<file path="src/rtl/iter_shifter_pkg.sv">
// Shared constants for the iterative shifter: shift-type encoding, FSM states, shamt width.
// The shift-type encoding is the same one the combinational ALU shifter uses.
package iter_shifter_pkg;

    localparam int SHAMT_W = 5;

    localparam logic [1:0] SHIFT_SRL  = 2'b00;
    localparam logic [1:0] SHIFT_SLL  = 2'b01;
    localparam logic [1:0] SHIFT_SRA  = 2'b10;
    localparam logic [1:0] SHIFT_PASS = 2'b11;

    typedef enum logic [1:0] {
        IDLE  = 2'b00,
        SHIFT = 2'b01,
        DONE  = 2'b10
    } state_t;

endpackage

</file>
<file path="src/rtl/iter_shifter_if.sv">
// Operand/result handshake bundle between the execute stage and the iterative shifter.
// The master side is the pipeline (producer and consumer). The slave side is the shifter.
interface iter_shifter_if #(parameter int N = 32);
    import iter_shifter_pkg::*;

    logic               in_valid;
    logic               in_ready;
    logic [N-1:0]       a;
    logic [SHAMT_W-1:0] shamt;
    logic [1:0]         shift_type;
    logic               out_valid;
    logic               out_ready;
    logic [N-1:0]       r;

    modport master (
        output in_valid, a, shamt, shift_type, out_ready,
        input  in_ready, out_valid, r
    );

    modport slave (
        input  in_valid, a, shamt, shift_type, out_ready,
        output in_ready, out_valid, r
    );

endinterface

</file>
<file path="src/rtl/iter_shift_step.sv">
// One shift iteration: moves data by k bits (k is at most STEP) in the requested direction.
// SRA fills from data[N-1], which still holds the original sign bit on every step.
module iter_shift_step
    import iter_shifter_pkg::*;
#(
    parameter int N = 32
) (
    input  logic [N-1:0]       data,
    input  logic [SHAMT_W-1:0] k,
    input  logic [1:0]         shift_type,
    output logic [N-1:0]       result
);

    always_comb begin
        result = data;
        case (shift_type)
            SHIFT_SRL: result = data >> k;
            SHIFT_SLL: result = data << k;
            SHIFT_SRA: result = $signed(data) >>> k;
            default:   result = data;
        endcase
    end

endmodule

</file>
<file path="src/rtl/iter_shifter.sv">
// Multi-cycle shift unit: it shifts by up to STEP bits per clock and uses valid/ready on both sides.
// A flush returns the unit to IDLE. The data register is left stale, and the result is hidden because out_valid is low.
module iter_shifter
    import iter_shifter_pkg::*;
#(
    parameter int N    = 32,
    parameter int STEP = 1
) (
    input  logic        clk,
    input  logic        rst,
    input  logic        flush,
    iter_shifter_if.slave bus
);

    localparam logic [SHAMT_W-1:0] STEP_K = SHAMT_W'(STEP);

    state_t             state;
    logic [N-1:0]       data;
    logic [SHAMT_W-1:0] count;
    logic [1:0]         type_q;
    logic               in_ready_q;
    logic               out_valid_q;

    logic [SHAMT_W-1:0] k;
    logic [SHAMT_W-1:0] next_count;
    logic [N-1:0]       shifted;

    // The final iteration moves only the bits that remain, so the total always equals shamt.
    assign k          = (count < STEP_K) ? count : STEP_K;
    assign next_count = count - k;

    iter_shift_step #(.N(N)) u_step (
        .data       (data),
        .k          (k),
        .shift_type (type_q),
        .result     (shifted)
    );

    always_ff @(posedge clk or posedge rst) begin
        if (rst) begin
            state       <= IDLE;
            data        <= '0;
            count       <= '0;
            type_q      <= SHIFT_SRL;
            in_ready_q  <= 1'b1;
            out_valid_q <= 1'b0;
        end else if (flush) begin
            state       <= IDLE;
            in_ready_q  <= 1'b1;
            out_valid_q <= 1'b0;
        end else begin
            case (state)
                IDLE: begin
                    if (bus.in_valid) begin
                        data       <= bus.a;
                        type_q     <= bus.shift_type;
                        in_ready_q <= 1'b0;
                        if (bus.shift_type == SHIFT_PASS || bus.shamt == '0) begin
                            count       <= '0;
                            state       <= DONE;
                            out_valid_q <= 1'b1;
                        end else begin
                            count <= bus.shamt;
                            state <= SHIFT;
                        end
                    end
                end
                SHIFT: begin
                    data  <= shifted;
                    count <= next_count;
                    if (next_count == '0) begin
                        state       <= DONE;
                        out_valid_q <= 1'b1;
                    end
                end
                DONE: begin
                    if (bus.out_ready) begin
                        state       <= IDLE;
                        out_valid_q <= 1'b0;
                        in_ready_q  <= 1'b1;
                    end
                end
                default: begin
                    state       <= IDLE;
                    in_ready_q  <= 1'b1;
                    out_valid_q <= 1'b0;
                end
            endcase
        end
    end

    assign bus.in_ready  = in_ready_q;
    assign bus.out_valid = out_valid_q;
    assign bus.r         = data;

endmodule

</file>
<file path="src/flat_wrapper.sv">
// flat-port wrapper written by rule: the top's interface ports become plain ports
module iter_shifter_flat import iter_shifter_pkg::*;
#(
    parameter int N    = 32,
    parameter int STEP = 1
)
  (clk, rst, flush, bus_in_valid, bus_a, bus_shamt, bus_shift_type, bus_out_ready, bus_in_ready, bus_out_valid, bus_r);
  iter_shifter_if #(.N(N)) bus_i ();
  input  logic clk;
  input  logic rst;
  input  logic flush;
  input wire logic [$bits(bus_i.in_valid)-1:0] bus_in_valid;
  input wire logic [$bits(bus_i.a)-1:0] bus_a;
  input wire logic [$bits(bus_i.shamt)-1:0] bus_shamt;
  input wire logic [$bits(bus_i.shift_type)-1:0] bus_shift_type;
  input wire logic [$bits(bus_i.out_ready)-1:0] bus_out_ready;
  output wire logic [$bits(bus_i.in_ready)-1:0] bus_in_ready;
  output wire logic [$bits(bus_i.out_valid)-1:0] bus_out_valid;
  output wire logic [$bits(bus_i.r)-1:0] bus_r;
  assign bus_i.in_valid = bus_in_valid;
  assign bus_i.a = bus_a;
  assign bus_i.shamt = bus_shamt;
  assign bus_i.shift_type = bus_shift_type;
  assign bus_i.out_ready = bus_out_ready;
  assign bus_in_ready = bus_i.in_ready;
  assign bus_out_valid = bus_i.out_valid;
  assign bus_r = bus_i.r;
  iter_shifter #(.N(N), .STEP(STEP)) u_core (.clk(clk), .rst(rst), .flush(flush), .bus(bus_i));
endmodule
</file>
<file path="config.mk">
export PLATFORM = sky130hd
export DESIGN_NAME = iter_shifter_flat
export DESIGN_NICKNAME = d
export VERILOG_FILES = /design/src/rtl/iter_shifter_pkg.sv /design/src/rtl/iter_shifter_if.sv /design/src/rtl/iter_shift_step.sv /design/src/rtl/iter_shifter.sv /design/src/flat_wrapper.sv
export SDC_FILE = /design/constraint.sdc
export NUM_CORES = 1
export LEC_CHECK = 0
export ABC_CLOCK_PERIOD_IN_PS = 3800
export BUFFER_PORTS_ARGS = -buffer_cell sky130_fd_sc_hd__clkbuf_2
export CAP_MARGIN = 20
export CELL_PAD_IN_SITES_DETAIL_PLACEMENT = 1
export CELL_PAD_IN_SITES_GLOBAL_PLACEMENT = 2
export CORE_MARGIN = 2
export CORE_UTILIZATION = 30
export DETAILED_ROUTE_END_ITERATION = 6
export GPL_ROUTABILITY_DRIVEN = 1
export PLACE_DENSITY_LB_ADDON = 0.1
export RECOVER_POWER = 25
export SLEW_MARGIN = 10
export SYNTH_ARGS = -nofsm -noshare
export SYNTH_HDL_FRONTEND = slang
export SYNTH_HIERARCHICAL = 1
export SYNTH_SLANG_ARGS = --single-unit
</file>
<file path="constraint.sdc">
create_clock -name clk -period 3.8 [get_ports clk]
set_clock_uncertainty 0.2 [all_clocks]
set_input_delay 0.38 -clock clk [delete_from_list [all_inputs] [get_ports clk]]
set_output_delay 0.38 -clock clk [all_outputs]
set_load 0.02 [all_outputs]
</file>
* After elaboration in Yosys (flattened, before gate mapping)
Index checks and enable logic that the tools add are counted.
** Storage, ports and cells
- Bits in registers :: 43
- Input bits :: 44
- Output and inout port bits :: 34
- Word-level logic and storage cells :: 59
** Cells by class
- Add/subtract/negate cells :: 1
- Magnitude comparators :: 1
- Equal/unequal tests :: 12
- Shifts and indexed selects :: 3
- Muxes and demuxes :: 23
- Bitwise operators :: 1
- Reduce and logical (&&, ||, !) cells :: 12
** Operators with widths (count)
- $pmux 32 s3 :: 1
- $pmux 32 s2 :: 1
- $mux 32 :: 1
- $shl 32x5->32 :: 1
- $shr 32x5->32 :: 1
- $sshr 32x5->32 :: 1
- $mux 5 :: 3
- $reduce_and 3->1 :: 4
- $logic_not 5->1 :: 2
- $mux 2 :: 5
- $pmux 5 s2 :: 1
- $mux 1 :: 8
- $reduce_and 4->1 :: 2
- $eq 2x2->1 const B :: 3
- $ne 3x2->1 const B :: 2
- $ne 3x3->1 const B :: 2
- $pmux 1 s3 :: 2
- $pmux 2 s3 :: 1
- $lt 5x1->1 const B :: 1
- $sub 5x5->5 :: 1
- $eq 2x1->1 const B :: 2
- $logic_not 2->1 :: 2
- $ne 2x2->1 const B :: 2
- $ne 4x4->1 const B :: 1
- other kinds (3) :: 3

* Longest topological paths before layout
Gate-level depths: netlist of the first run.
- Depth after elaboration :: 7
- Gate-level depth with buffers :: 13

* Hierarchy
Netlist of the first run, hierarchy kept.
** By module, submodules not included
- iter_shift_step :: times used 1, cells each 614, area each 4388.0 um^2, sequential area each 0.0 um^2
- iter_shifter :: times used 1, cells each 210, area each 2209.6 um^2, sequential area each 1077.3 um^2

* Least setup slack after synthesis of the first run
OpenSTA, ideal clock, no wires.
- Kind :: flip-flop to flip-flop
- Start :: reg u_core.count[1]
- End :: reg u_core.data[6], in the netlist u_core/bus.r[6]
- Arrival time :: 2.677 ns
- Required time :: 3.476 ns
- Slack :: 0.799 ns
- Stages on the path, launching flop included :: 14
- Path buffers :: 3
- Cell sequence :: dfrtp_1 nor4_1 nand2_1 buf_6 buf_12 buf_12 mux2i_1 mux2i_2 mux2_2 a22o_1 a31oi_1 o21ai_0 mux2i_1 o21ai_1
** Between the ends
- Word-level cells in the longest chain between the ends :: 5
** RTL lines
- start: declaration :: line iter_shifter.sv:19 : logic [SHAMT_W-1:0] count;
- start signal: assignment :: line iter_shifter.sv:63 : count <= bus.shamt;
- start signal: assignment :: line iter_shifter.sv:70 : count <= next_count;
- $lt 5x1->1 * :: line iter_shifter.sv:29 : assign k = (count < STEP_K) ? count : STEP_K;
- $mux 5 * :: line iter_shifter.sv:29
- via u_core.k[0] :: line iter_shifter.sv:24 : logic [SHAMT_W-1:0] k;
- $sshr 32x5->32, or another cell as far along :: line iter_shift_step.sv:19 : SHIFT_SRA: result = $signed(data) >>> k;
- $pmux 32 s3 * :: line iter_shift_step.sv:16 : case (shift_type)
- via u_core.shifted[6] :: line iter_shifter.sv:26 : logic [N-1:0] shifted;
- $pmux 32 s2 * :: line iter_shifter.sv:52 : case (state)
- end signal: assignment :: line iter_shifter.sv:55 : data <= bus.a;
- end signal: assignment :: line iter_shifter.sv:69 : data <= shifted;
- end: declaration :: line iter_shifter.sv:18 : logic [N-1:0] data;
Mark *: on every way through the listed nets, which the timed path passes. The rest lies on a longest branch.
A chain may end at the register's enable or synchronous reset.

* Final worst setup path of the first run
- Start :: reg u_core.count[1]
- End :: reg u_core.data[4], in the netlist u_core/bus.r[4]
Same word-level chain as after synthesis.

==> summary.md, run 1 <==
| Metric | Value |
|---|---|
| Synth top area cells | `dfrtp_1 16%, mux2i_1 16%, mux2_2 8.4%` |
| Hold path startpoint | `flush` |
| Crit Path Category | `register to register` |
| Hold Crit Class | `primary input to register` |
| Cell mode on critical path | `buf_4` |
| Clock net sink count | `43` |
| Total grt overflow | `0` |
| First-pass GRT wire length | `53500 µm` |
| Routed length per placed instance | `30.8 µm` |
| Post-synthesis cell count | `between 800 and 900` |
| Top cells by count, synth | `104 x mux2i_1, 100 x nand2_1, 65 x nor2_1, 49 x mux2_2, 42 x dfrtp_1` |
| Diodes inserted | `0` |
| Pre-CTS setup slack | `0.242 ns` |
| Worst VDD drop | `0.227 mV` |
| Routed via count | `between 7k and 8k` |
| TritonCTS Buffers | `5` |
| H-tree depth | `2` |
| CP max stage delay | `0.53 ns` |
| Max-slew headroom | `-56.5%` |
| Synth top area share | `between 15 and 20%` |
| Number of fillers in the final layout | `between 2k and 3k` |
| IO buf count | `77` |
| Status | `complete, but fails checks` |
| Final instance area | `around 7400 µm²` |
| Final Hold Fails | `0` |
| R2R depth | `12` |
| Height of the die | `approximately 150 µm` |
| Area leader, netlist | `dfrtp_1` |
| Cells after DPL | `1156` |
| Max Fclk | `roughly 280 MHz` |
| Static Leakage | `about 0.0032 µW` |
| Crit path capture type | `register` |
| Seq/Total Area, Yosys | `between 15 and 20%` |
| CP delay by family, top | `multiplexers` |
| Initial detailed-routing violation count | `~900` |
| Setup tns final | `0 ns` |
| # IOs | `78` |
| Die area | `between 20000 and 25000 µm²` |
| Final period utilization | `94.6%` |
| Max cap viols | `1` |
| Final setup vio count | `0` |
| Worst Hold Endpoint | `u_core/bus.out_valid` |
| Row count | `54` |
| Syn Area/Cell | `between 8 and 9 µm²` |
| FF+latch area | `1080 µm²` |
| Post-detail-place hpwl | `between 20000 and 30000 µm` |
| Routed WL | `approximately 36000 µm` |
| Setup WS post-layout | `approximately 0.21 ns` |
| Pwr dens | `528 nW/µm²` |
| Final Util | `34.3%` |
| Initial antenna violation count | `1` |
| Failing checks | `max-capacitance violations, max-slew violations` |
| Crit-path cells | `nor4_1, buf_4, nand2_4, buf_4, buf_4, mux2i_1, mux4_2, nand2_1, o21ai_0, o21ai_1, mux2i_1, o21ai_1` |
| Share of layout cells above drive strength 1 | `roughly a quarter` |
| Fin. max-slew vios | `36` |
| Initial Util | `30.4%` |
| Via density | `between 6 and 7` |
| Cell area after synthesis | `roughly 6600 µm²` |
| Die X | `around 150 µm` |
| Placed instance area | `between 7000 and 8000 µm²` |
| Vias in the first global route | `7723` |
| CP max stage cell | `mux4_2` |
| Yosys warnings | `6` |
| Post-DRT Antenna Nets | `0` |
| Minimum clock period | `around 3.6 ns` |
| Post-synth EDFFs | `0` |
| Measured slew at the worst slew-check pin | `approximately 2.3 ns` |
| Root buf cell | `clkbuf_16` |
| Required time of the critical path | `3.83 ns` |
| Layout area overhead | `12.7%` |
| Clk Latency, worst-skew pair | `about 0.3 ns` |
| Gr usage total | `30.3%` |
| Worst reg2reg startpoint | `u_core/count[1]` |
| Worst Path Buf+Inv | `3` |
| RSZ-0062 raised after global routing | `no` |
| Drt pass-1 iters | `6` |
| Post-synth ARST share | `between 90% and 100%` |
| Reg2reg end | `u_core/bus.r[4]` |
| Pin count of the biggest net entering global routing | `83` |
| Clock buffer depth | `2` |
| Post-Layout Cell Count | `between 1k and 1.5k` |
| Crit path DAT | `between 3 and 4 ns` |
| Core area | `21700 µm²` |
| RD Place Congestion | `0.971` |
| Multi-input gate area | `just over 5000 µm²` |
| NumNets Final | `931` |
| Drt drc | `0` |
| Worst hold path cell count | `2` |
| Clk slew on worst S/H paths | `0.07 ns` |
| Register bit count reported by yosys | `between 40 and 50` |
| CP startpoint kind | `register` |
| Count leader, synth | `mux2i_1` |
| Flop-to-flop setup slack | `between 0.2 and 0.25 ns` |
| Launch point of the worst path | `u_core/count[1]` |
| CTS tree | `done` |
| Yosys cell types | `between 70 and 80` |
| Most common flop cell mapped by yosys | `dfrtp_1` |
| Worst-path maximum fanout | `30` |
==> layer usage <==
metal  vias up  GRT usage (%)  wire length, µm
met5         -              0               13
met3        76           5.32             3230
met1      3889           42.5            15300
li1       3260              -                -
met4         2           9.75             1340
met2       419           47.3            16100
==> placed cells by master, fill, tap and decap left out, types with 22 or more instances in the layout <==
cell type / n
mux2i_1: 104
nand2_1: 99
clkbuf_2: 77
nor2_1: 65
mux2_2: 49
dfrtp_1: 42
a21oi_1: 41
buf_4: 39
o21ai_0: 30
o21ai_1: 22
a211oi_1: 22
==> cell families (layout without fill, tap and decap cells) <==
logic type / Yosys count / in the layout / synth area share (%)
AO/OA/AOI/OAI: 268 / 268 / 28.3
adder cells (fa/ha/maj): 1 / 1 / 0.190
buffers and inverters: 90 / 139 / 8.02
flip-flops: 43 / 43 / 16.3
multiplexers: 170 / 170 / 29.9
other: 1 / 15 / 0.0568
AND/OR/NAND/NOR: 251 / 251 / 17.2
==> layout make-up <==
cell class	instances	share of cell area, %
tap	280	4.71
clock buffer	5	1.68
clock inverter	3	0.959
sequential	43	14.5
multi-input combinational	705	68.1
inverter	12	0.606
timing repair buffer	119	9.46
==> stage by stage <==
step | hold slack [ns] | power, µW
2_1_floorplan | 0.247 | 2250
3_3_place_gp | 0.341 | 3170
3_5_place_dp | 0.359 | 3180
4_1_cts | 0.129 | 3800
5_1_grt | 0.136 | 4100
6_report | 0.136 | 3930
==> what timing repair did <==
| item | CTS | global route |
|---|---|---|
| resized for setup | 0 | 2 |
| hold buffers | 0 | 1 |
| setup buffers | 0 | 1 |
| hold endpoints to repair | 0 | 8 |
| setup endpoints to repair | 0 | 4 |
==> registers in the layout, summed over array words and instances, names as in the netlist <==
name                  count
u_core/bus.in_ready       1
u_core/bus.out_valid      1
u_core/type_q             2
u_core/state              2
u_core/bus.r             32
u_core/count              5
==> power by group <==
part	switching [µW]	leakage, µW	total, µW	internal [µW]
Clock	223	0.0000959	605	382
Sequential	376	0.000531	932	556
Combinational	1490	0.00256	2390	902
Total	2080	0.00319	3930	1840
==> worst max-delay path by stage <==
stage / end / slack, ns / depth (start not counted)
global route: u_core/bus.r[9] / 0.01 / 12
global placement: u_core/bus.r[3] / 0.26 / 10
finish: u_core/bus.r[4] / 0.21 / 12
CTS: u_core/bus.r[5] / 0.23 / 12
floorplan: u_core/bus.r[6] / 0.80 / 13
detailed placement: u_core/bus.r[5] / 0.24 / 12
Note: power is estimated with default switching activity, not from simulation.
==> run 2, diff against run 1 <==
- CTS_BUF_LIST: default -> sky130_fd_sc_hd__clkbuf_8
==> summary.md, run 2 (synthesis gave the netlist of run 1 again) <==
| Metric | Value |
|---|---|
| Measured slew at the worst slew-check pin | `approximately 2.3 ns` |
| Max cap viols | `1` |
| Clk slew on worst S/H paths | `0.10 ns` |
| Worst VDD drop | `0.223 mV` |
| Worst reg2reg startpoint | `u_core/count[1]` |
| Fin. max-slew vios | `36` |
| Flop-to-flop setup slack | `roughly 0.17 ns` |
| Final Hold Fails | `0` |
| Root buf cell | `clkbuf_8` |
| Number of fillers in the final layout | `~2.7k` |
| Minimum clock period | `approximately 3.6 ns` |
| Pin count of the biggest net entering global routing | `83` |
| Routed WL | `~36000 µm` |
| Worst Hold Endpoint | `u_core/bus.out_valid` |
| Final setup vio count | `0` |
| Multi-input gate area | `5060 µm²` |
| Pwr dens | `between 500 and 600 nW/µm²` |
| TritonCTS Buffers | `5` |
| Diodes inserted | `0` |
| IO buf count | `between 70 and 80` |
| Placed instance area | `7210 µm²` |
| Routed via count | `approximately 7.6k` |
| CP startpoint kind | `register` |
| Failing checks | `max-capacitance violations, max-slew violations` |
| Height of the die | `about 150 µm` |
| Initial detailed-routing violation count | `roughly 840` |
| Setup WS post-layout | `0.168 ns` |
| Drt drc | `0` |
| Hold path startpoint | `flush` |
| Worst hold path cell count | `2` |
| Crit path DAT | `3.63 ns` |
| Setup tns final | `0 ns` |
| Initial Util | `between 30% and 40%` |
| Routed length per placed instance | `about 31 µm` |
| Clk Latency, worst-skew pair | `roughly 0.33 ns` |
| Commonest cells after routing, fill and taps aside | `104 x mux2i_1, 99 x nand2_1, 77 x clkbuf_2, 65 x nor2_1, 49 x mux2_2` |
| Post-detail-place hpwl | `26900 µm` |
| # IOs | `78` |
| Share of layout cells above drive strength 1 | `between 20% and 30%` |
| Clock buffer depth | `2` |
| Drt pass-1 iters | `5` |
| Max reg flops | `32` |
| Static Leakage | `approximately 0.0032 µW` |
| Initial antenna violation count | `0` |
| Total grt overflow | `0` |
| Final instance area | `roughly 7400 µm²` |
| Max Fclk | `~280 MHz` |
| Row count | `between 50 and 60` |
| Crit path capture type | `register` |
| Crit Path Category | `register to register` |
| Max-slew headroom | `-56.4%` |
| Final period utilization | `95.6%` |
| NumNets Final | `between 900 and 1k` |
| Required time of the critical path | `about 3.8 ns` |
| Post-DRT Antenna Nets | `0` |
| Via density | `6.50` |
| CTS tree | `done` |
| H-tree depth | `2` |
| Layout area overhead | `11.8%` |
| R2R depth | `10` |
| Vias in the first global route | `around 7.7k` |
| FF+latch area | `around 1100 µm²` |
| Die X | `152 µm` |
| Tot Pwr | `around 3800 µW` |
| Status | `complete, but fails checks` |
| Most common cell after layout, fill and taps aside | `mux2i_1` |
| Hold WS | `around 0.098 ns` |
| RSZ-0062 raised after global routing | `no` |
| Pre-CTS setup slack | `roughly 0.24 ns` |
| Reg2reg end | `u_core/bus.r[3]` |
| RD Place Congestion | `approximately 1` |
| Die area | `roughly 23000 µm²` |
| Gr usage total | `30.3%` |
| Clock net sink count | `43` |
| First-pass GRT wire length | `about 53000 µm` |
| Hold Crit Class | `primary input to register` |
| Core area | `~22000 µm²` |
| Worst-path maximum fanout | `30` |
## run 2: cell count changes in the layout (fill, tap and decap cells not counted)
cell,change
clkbuf_16,-5
clkbuf_8,+5
## run 2: worst max path at each step
stage,slack (ns),to,cells past startpoint,startpoint
after floorplan,0.80,u_core/bus.r[6],13,u_core/count[1]
after global routing,0.003,u_core/bus.r[9],12,u_core/count[1]
final,0.17,u_core/bus.r[3],10,u_core/count[1]
after global placement,0.26,u_core/bus.r[3],10,u_core/count[1]
after detailed placement,0.24,u_core/bus.r[5],12,u_core/count[1]
after CTS,0.22,u_core/bus.r[5],12,u_core/count[1]
## run 2: routing by layer
layer / vias up / track usage, % / wire length [µm]
met3: 61 / 4.72 / 2930
met5: - / 0 / 0
met2: 388 / 47.8 / 16200
met1: 3879 / 42.8 / 15700
met4: 0 / 8.86 / 1160
li1: 3263 / - / -
## run 2: power breakdown
part	total (µW)	internal [µW]	switching (µW)
Clock	478	267	210
Combinational	2390	903	1490
Sequential	933	556	377
Total	3800	1730	2070
## run 2: worst max-delay path: stages (launching register included)
cell and delay [ns]:
dfrtp_1 0.46, nor4_1 0.37, buf_4 0.20, nand2_4 0.26, buf_6 0.31, mux4_2 0.43, mux2_2 0.28, o21ai_0 0.48
a21oi_1 0.22, mux2i_1 0.17, o21ai_1 0.07
## run 2: timing repair
action,in CTS,in global routing
gates resized for setup,0,2
endpoints found under the setup margin,0,3
buffers inserted,0,1
hold endpoints to repair,0,8
hold buffers,0,1
## run 2: metrics by stage
step           utilization (%)  instances
2_1_floorplan                -        838
3_3_place_gp              33.2       1156
3_5_place_dp              33.2       1156
4_1_cts                   33.9       1164
5_1_grt                   34.0       1167
6_report                  34.0       1167
## run 2: final cells by class
cell class,instances,area share [%]
clock buffers,5,0.933
well taps,280,4.75
multi-input cells,705,68.6
repair buffers,119,9.53
clock inverters,3,0.967
flip-flops and latches,43,14.6
inverters,12,0.611
